==> src/rtl/idct_quality_monitor.sv <==
// rtl/idct_quality_monitor.sv - IDCT output framing and squared-error monitor against buffered originals
module idct_quality_monitor #(
  parameter int BitWidth = 31,
  parameter int PIX_LSB  = 17,
  parameter int FIFO_AW  = 8,
  parameter int BLK      = 64
) (
  input  logic              clk,
  input  logic              reset,
  input  logic              ref_valid,
  input  logic [7:0]        ref_pix,
  input  logic              idct_done,
  input  logic [BitWidth:0] idct_dout,
  output logic [7:0]        pix_out,
  output logic              pix_valid,
  output logic [21:0]       blk_sse,
  output logic              blk_valid,
  output logic [47:0]       tot_sse,
  output logic [23:0]       blk_count,
  output logic              err_ovf,
  output logic              err_unf,
  output logic              err_short
);

  localparam int DEPTH = 1 << FIFO_AW;
  localparam int CW    = $clog2(BLK + 1);

  typedef enum logic [1:0] {S_WAIT, S_CAP, S_HOLD} state_t;

  state_t        state, state_nx;
  logic [CW-1:0] cnt, cnt_nx;
  logic          capture, blk_last, short_evt;

  logic [7:0]         mem [DEPTH];
  logic [FIFO_AW-1:0] wr_ptr, rd_ptr;
  logic [FIFO_AW:0]   occ;
  logic               fifo_full, fifo_empty, do_push, do_pop;
  logic [7:0]         ref_head;

  logic [7:0]  pix_sat;
  logic        unused_lsbs;
  logic [7:0]  s1_ref;
  logic        s1_first, s1_last;
  logic [7:0]  abs_d;
  logic [15:0] sq_c;
  logic [15:0] s2_sq;
  logic        s2_valid, s2_first, s2_last;
  logic [21:0] blk_acc, acc_sum;

  // occupancy never exceeds DEPTH, so its MSB alone flags a full FIFO
  assign fifo_full  = occ[FIFO_AW];
  assign fifo_empty = (occ == '0);
  assign do_pop     = capture & ~fifo_empty;
  assign do_push    = ref_valid & (~fifo_full | do_pop);
  assign ref_head   = fifo_empty ? 8'd0 : mem[rd_ptr];

  // FIFO storage, no reset needed on the data array
  always_ff @(posedge clk) begin
    if (do_push) mem[wr_ptr] <= ref_pix;
  end

  // FIFO pointers, occupancy and overflow flag
  always_ff @(posedge clk) begin
    if (reset) begin
      wr_ptr  <= '0;
      rd_ptr  <= '0;
      occ     <= '0;
      err_ovf <= 1'b0;
    end else begin
      if (do_push) wr_ptr <= wr_ptr + 1'b1;
      if (do_pop)  rd_ptr <= rd_ptr + 1'b1;
      case ({do_push, do_pop})
        2'b10:   occ <= occ + 1'b1;
        2'b01:   occ <= occ - 1'b1;
        default: occ <= occ;
      endcase
      if (ref_valid && !do_push) err_ovf <= 1'b1;
    end
  end

  // capture FSM state register
  always_ff @(posedge clk) begin
    if (reset) begin
      state <= S_WAIT;
      cnt   <= '0;
    end else begin
      state <= state_nx;
      cnt   <= cnt_nx;
    end
  end

  // capture FSM: frame the done window into BLK-sample blocks (BLK >= 2)
  always_comb begin
    state_nx  = state;
    cnt_nx    = cnt;
    capture   = 1'b0;
    blk_last  = 1'b0;
    short_evt = 1'b0;
    case (state)
      S_WAIT: begin
        if (idct_done) begin
          capture  = 1'b1;
          cnt_nx   = CW'(1);
          state_nx = S_CAP;
        end
      end
      S_CAP: begin
        if (idct_done) begin
          capture = 1'b1;
          cnt_nx  = cnt + 1'b1;
          if (cnt_nx == CW'(BLK)) begin
            blk_last = 1'b1;
            state_nx = S_HOLD;
          end
        end else begin
          short_evt = 1'b1;
          cnt_nx    = '0;
          state_nx  = S_WAIT;
        end
      end
      S_HOLD: begin
        if (!idct_done) begin
          cnt_nx   = '0;
          state_nx = S_WAIT;
        end
      end
      default: begin
        cnt_nx   = '0;
        state_nx = S_WAIT;
      end
    endcase
  end

  // pixel extraction: negative clamps to 0, anything above the field clamps to 255
  always_comb begin
    pix_sat = idct_dout[PIX_LSB+7:PIX_LSB];
    if (idct_dout[BitWidth])                     pix_sat = 8'd0;
    else if (|idct_dout[BitWidth-1:PIX_LSB+8])   pix_sat = 8'd255;
  end
  assign unused_lsbs = ^idct_dout[PIX_LSB-1:0];

  // |pix - ref| squared equals the signed 9-bit difference squared
  assign abs_d   = (pix_out >= s1_ref) ? (pix_out - s1_ref) : (s1_ref - pix_out);
  assign sq_c    = {8'd0, abs_d} * {8'd0, abs_d};
  // first sample of a block restarts the accumulator, so no clear bubble is needed
  assign acc_sum = (s2_first ? 22'd0 : blk_acc) + {6'd0, s2_sq};

  // stage 1: register saturated pixel and its reference; sticky capture errors
  always_ff @(posedge clk) begin
    if (reset) begin
      pix_out   <= '0;
      pix_valid <= 1'b0;
      s1_ref    <= '0;
      s1_first  <= 1'b0;
      s1_last   <= 1'b0;
      err_unf   <= 1'b0;
      err_short <= 1'b0;
    end else begin
      pix_valid <= capture;
      s1_first  <= capture && (state == S_WAIT);
      s1_last   <= blk_last;
      if (capture) begin
        pix_out <= pix_sat;
        s1_ref  <= ref_head;
      end
      if (capture && fifo_empty) err_unf <= 1'b1;
      if (short_evt)             err_short <= 1'b1;
    end
  end

  // stage 2: register the squared error
  always_ff @(posedge clk) begin
    if (reset) begin
      s2_sq    <= '0;
      s2_valid <= 1'b0;
      s2_first <= 1'b0;
      s2_last  <= 1'b0;
    end else begin
      s2_valid <= pix_valid;
      s2_first <= s1_first;
      s2_last  <= s1_last;
      if (pix_valid) s2_sq <= sq_c;
    end
  end

  // stage 3: accumulate; a block commits to the totals only on its last sample
  always_ff @(posedge clk) begin
    if (reset) begin
      blk_acc   <= '0;
      blk_sse   <= '0;
      blk_valid <= 1'b0;
      tot_sse   <= '0;
      blk_count <= '0;
    end else begin
      blk_valid <= s2_valid & s2_last;
      if (s2_valid) blk_acc <= acc_sum;
      if (s2_valid && s2_last) begin
        blk_sse   <= acc_sum;
        blk_count <= blk_count + 1'b1;
        tot_sse   <= tot_sse + {26'd0, acc_sum};
      end
    end
  end

endmodule
==> config.mk <==
export PLATFORM = sky130hd
export DESIGN_NAME = idct_quality_monitor
export DESIGN_NICKNAME = d
export VERILOG_FILES = /design/src/rtl/idct_quality_monitor.sv
export SDC_FILE = /design/constraint.sdc
export NUM_CORES = 2
export LEC_CHECK = 0
export BUFFER_PORTS_ARGS = -buffer_cell sky130_fd_sc_hd__buf_2
export CAP_MARGIN = 0
export CORE_ASPECT_RATIO = 1.1
export CORE_UTILIZATION = 25
export CTS_BUF_LIST = sky130_fd_sc_hd__clkbuf_16
export DETAILED_ROUTE_END_ITERATION = 7
export SYNTH_ARGS = -nofsm -noshare
export SYNTH_HDL_FRONTEND = slang
export SYNTH_SLANG_ARGS = --single-unit
==> constraint.sdc <==
create_clock -name clk -period 20.5 [get_ports clk]
set_input_delay 6.15 -clock clk [delete_from_list [all_inputs] [get_ports clk]]
set_output_delay 6.15 -clock clk [all_outputs]
set_load 0.005 [all_outputs]
After elaboration in Yosys (flattened, before gate mapping)
Memory sizes are Yosys's and may differ from the RTL's. A register that Yosys moved wholly into a read port is not among the register bits.
Cells that the tools add are included.
{ "totals": {"ram_bits": 2048, "regBits": 192, "n_memories": 1, "word_cells": 88} }
{ "classes": {"n_reduce_logical": 13, "n_lt_le_gt_ge": 1, "bitwise_logic": 8, "addsub": 10, "mux": 24, "mul": 1, "eq_ne": 8} }
{ "mem_list": {"columns": ["memory", "depth", "word_bits", "rd", "rd_ports_with_merged_regs", "wr", "line", "rtl"], "rows": [
  ["mem", 256, 8, 1, 1, 1, "34", "logic [7:0] mem [DEPTH];"]
]} }
{ "ops": {"columns": ["cell", "n"], "rows": [
  ["$add A48 B22 Y48", 1],
  ["$mux W8", 6],
  ["$add A24 B1 Y24 const B", 1],
  ["$add A22 B16 Y22", 1],
  ["$mux W22", 1],
  ["$mux W7", 3],
  ["$pmux W7 S3", 1],
  ["$pmux W9 S2", 1],
  ["$add A8 B1 Y8 const B", 2],
  ["$mul A8 B8 Y16", 1],
  ["$sub A8 B8 Y8", 2],
  ["$add A9 B1 Y9 const B", 1],
  ["$logic_not A9 Y1", 1],
  ["$sub A9 B1 Y9 const B", 1],
  ["$ge A8 B8 Y1", 1],
  ["$mux W2", 4],
  ["$add A7 B1 Y7 const B", 1],
  ["$eq A7 B7 Y1 const B", 1],
  ["$mux W1", 7],
  ["$pmux W2 S3", 1],
  ["$reduce_or A6 Y1", 1],
  ["$eq A2 B1 Y1 const B", 2],
  ["$eq A2 B2 Y1 const B", 2],
  ["$logic_and A1 B1 Y1", 4],
  ["other kinds (12)", 18]
]} }

Logic depth before layout (Yosys ltp)
{ "logic_depth": {"word_depth": 8, "mapped_depth": 30, "ltp_nobuf": 29} }

Worst setup path after synthesis
No wires, ideal clock.
{ "synth_path": {"kind": "in2reg", "from": "input idct_done", "to": "register occ[8]", "arrival_ns": 8.645, "t_required_ns": 20.430, "path_buffers": 1, "path_slack_ns": 11.785, "path_stages": 16, "path_cell_list": "nand2_1 -> nand2_1 -> and2_1 -> clkbuf_1 -> inv_1 -> ha_1 -> inv_1 -> fa_1 -> nor2b_1 -> o21ai_0 -> a21boi_0 -> o21ai_0 -> a21oi_1 -> xnor2_1 -> or3_1 -> a21oi_1"} }
{ "synth_between": {"elab_chain_cells": 7} }
{ "synth_rtl": {"columns": ["element", "line", "rtl"], "rows": [
  ["start: declaration", "12", "input logic idct_done,"],
  ["$mux W1 (*)", "101, 108", null],
  ["$mux W1 (*)", null, null],
  ["$and A1 B1 Y1 (*)", "53", "assign do_pop = capture & ~fifo_empty;"],
  ["$or A1 B1 Y1", "54", "assign do_push = ref_valid & (~fifo_full | do_pop);"],
  ["$and A1 B1 Y1", "54", null],
  ["$eq A2 B1 Y1 / $eq A2 B2 Y1 (equally long branches)", "72", "case ({do_push, do_pop})"],
  ["$pmux W9 S2 / $reduce_bool A2 Y1 (equally long branches)", null, null],
  ["end signal: assignment", "73", "2'b10: occ <= occ + 1'b1;"],
  ["end signal: assignment", "74", "2'b01: occ <= occ - 1'b1;"],
  ["end: declaration", "36", "logic [FIFO_AW:0] occ;"]
]} }
Every way passes the cells marked *; elsewhere a longest branch is shown, timed or not.
A chain may end at the register's enable or synchronous reset.

Worst setup path after layout
{ "layout_path": {"from": "input idct_done", "to": "memory mem[234][2], enable pin"} }
{ "layout_between": {"elab_chain_cells": 7} }
{ "layout_rtl": {"columns": ["element", "line", "rtl"], "rows": [
  ["$mux W1", "101, 108", null],
  ["$mux W1", null, null],
  ["$and A1 B1 Y1", "53", null],
  ["$or A1 B1 Y1", "54", null],
  ["$and A1 B1 Y1", "54", null],
  ["$mux W1", "59", "if (do_push) mem[wr_ptr] <= ref_pix;"],
  ["$mux W1 (not written as such)", "59", null],
  ["end: declaration", "34", null]
]} }
Every way passes these cells.

==> metrics.txt <==
Post-Synth Simple-Gate Area 0.0479; DRC viols 0; Leak 32.6 nW; hold_buf cts 0; Hold Crit Class reg -> reg; H-Tree Depth 4; number of distinct library cells after synthesis 78; Core Area 367000 sq um; peak supply drop 0.329 mV; fmax 99.6 MHz; cell area after layout 106000 sq um; GPL Wtd Cong 0.838; Worst Tran Pin Value 1.24 ns; final hold vios 0; outcome complete, no violations; CP arrival 10.54 ns; Syn Area/Cell 18.2 sq um; Synth area leaders edfxtp_1, mux4_2, dfxtp_1; Ports 151; WP buf/inv 3; via count 48000; CTS tree yes; mux contribution to synthesized area 0.158; crit path kind in -> reg; layout cells sized above 1 0.213; CP dominant cell by count nand2_1; R2R cell count 27; register area share after synthesis 0.710; Most used DFF post-synth edfxtp_1; gr usage total 0.119; CTS buffer count 229; Rel. slew slack 0.172; Tcrit/Tclk final 0.490; worst r2r src s1_ref[0]; clk sinks 2247; worst reg-to-reg setup slack 12.45 ns; clock slew at reported path FFs 0.06 ns; Max-cap violations 0; Die W 581 um; post-DR wirelength/cell 22.2 um; commonest cells after routing, fill and taps aside edfxtp_1, mux4_2, nor2_1, clkbuf_16, dfxtp_1; Synth area leader edfxtp_1; initial antenna violation count 10; CTS root buf clkbuf_16; Gates resized, CTS repair 0; Async SR Flop Fraction 0; IO buf count 133; WHS 0.445 ns; post-synthesis adder-cell area fraction 0.0193; dpl hpwl 140000 um; number of post-CTS setup repair buffers 0; Required @ worst endpoint 21.00 ns; Initial DRC Count 4599; Top delay family on crit path simple AND/OR/NAND/NOR gates; Initial Utilization 0.252; Synth Area in Compound Gates 0.0379; slowest stage delay, CP 0.80 ns; Crit-path slowest cell nand2_1; insertion delay to the later sink of the worst-skew pair 0.92 ns; post-synthesis xor/xnor area fraction 0.00826; EDFF count, synth 2048; Worst Path Max Fanout 22; final setup fails 0; crit path time final 10.04 ns; # rows 233; largest family of logic cells by synthesized area multiplexers; skew final 0.125 ns; Syn Nets 5244; largest net degree at the start of global routing 121; global-route wire length before repair 333000 um; Hold EP s2_last; placed cell areas 98300 sq um; CTS max path bufs 4; setup TNS 0 ns; YS warnings 0; Total Nets Final 5400; Power Dens Cells 119 nW/um^2; max-slew violations 0; CP Capture Type flip-flop; vias in the first global route 48400; Hold Crit Depth 1; P&R area growth vs syn 14.4%; Post-Synthesis Cells 5075; Worst setup SP type input pin; GR Overflow Total 0; Die H 639 um; commonest non-fill, non-tap cell in the layout edfxtp_1; die area 372000 sq um; RSZ-0062 raised after global routing no; Core Util, Final 0.288; TritonRoute pass-1 iters 7; CP Cell Sequence buf_2 -> nand2_1 -> nand2_1 -> and2_1 -> inv_1 -> nor3b_1 -> nand2_1 -> buf_4 -> nor2_1; Reg2Reg Capture Point s2_sq[15]; Syn Std Cell Area 92300 sq um; Yosys top cell area share 0.667; hold path start s1_last; DRT antenna net count 0; drt via density 4.69; total wire length 227000 um; Yosys reg bits 2247
stage by stage:
step	setup slack, ns	power [mW]	std cells
2_1_floorplan	11.78	7.77	5075
3_3_place_gp	9.82	8.57	9817
3_5_place_dp	9.70	8.60	9817
4_1_cts	10.63	12.7	10200
5_1_grt	10.45	13.2	10200
6_report	10.46	12.6	10200
flip-flops by register name, indices dropped and copies added, names as in the netlist, 2 cells and up, named ones only:
register / cells
cnt: 7
s1_ref: 8
blk_count: 24
wr_ptr: 8
pix_out: 8
s2_sq: 15
rd_ptr: 8
blk_sse: 22
state: 2
occ: 9
tot_sse: 48
mem: 2048
blk_acc: 22
worst max-delay path by stage:
stage | startpoint | endpoint | slack [ns] | cells past startpoint
after floorplan | idct_done | occ[8] | 11.78 | 16
after global placement | idct_done | mem[234][0] | 9.82 | 9
after detailed placement | idct_done | mem[10][5] | 9.70 | 9
after CTS | idct_done | mem[186][4] | 10.63 | 9
after global routing | idct_done | mem[218][1] | 10.45 | 9
final | idct_done | mem[234][2] | 10.46 | 9
report_power, final:
group / switching [mW] / internal (mW)
clock network: 1.74 / 2.33
logic: 1.89 / 1.51
registers: 0.0605 / 5.03
routing by layer:
| metal | GRT usage | routed length [um] | vias to the layer above |
|---|---|---|---|
| met2 | 0.199 | 110000 | 1702 |
| met1 | 0.159 | 95600 | 25300 |
| li1 | - | - | 20700 |
| met4 | 0.0330 | 6300 | 0 |
| met5 | 0 | 0 | - |
| met3 | 0.0185 | 14600 | 320 |
synthesized netlist by cell type, types with 22 or more instances:
cell type and number:
nand3_1 39, inv_1 97, buf_1 22, clkbuf_1 146, edfxtp_1 2048, o22ai_1 26, o21ai_0 72, and3_1 30
fa_1 29, buf_4 35, buf_2 69, ha_1 96, nor2b_1 92, xnor2_1 45, a21oi_1 151, a21o_1 28
xor2_1 42, mux2_2 31, nand2_1 168, nor3_1 50, mux2i_1 141, dfxtp_1 199, a211oi_1 67, mux4_2 569
nor2_1 464, a31oi_1 22, nand4_1 24
logic make-up after synthesis:
| kind of cell | Yosys count |
|---|---|
| buffers and inverters | 382 |
| muxes | 741 |
| xor gates and xnor gates | 87 |
| adders and majority gates | 125 |
| and+or+nand+nor | 967 |
| AOI/OAI and AO/OA | 526 |
| DFF | 2247 |
layout make-up:
cell class,count,area (sq um)
multi-input combinational,2446,25000
clock inverter,181,1500
timing repair buffer,210,1360
sequential,2247,65500
inverter,97,364
clock buffer,230,5760
tap,4817,6030
antenna,3,7.51
fill,35900,261000
Power figures use the tool's default switching activity.
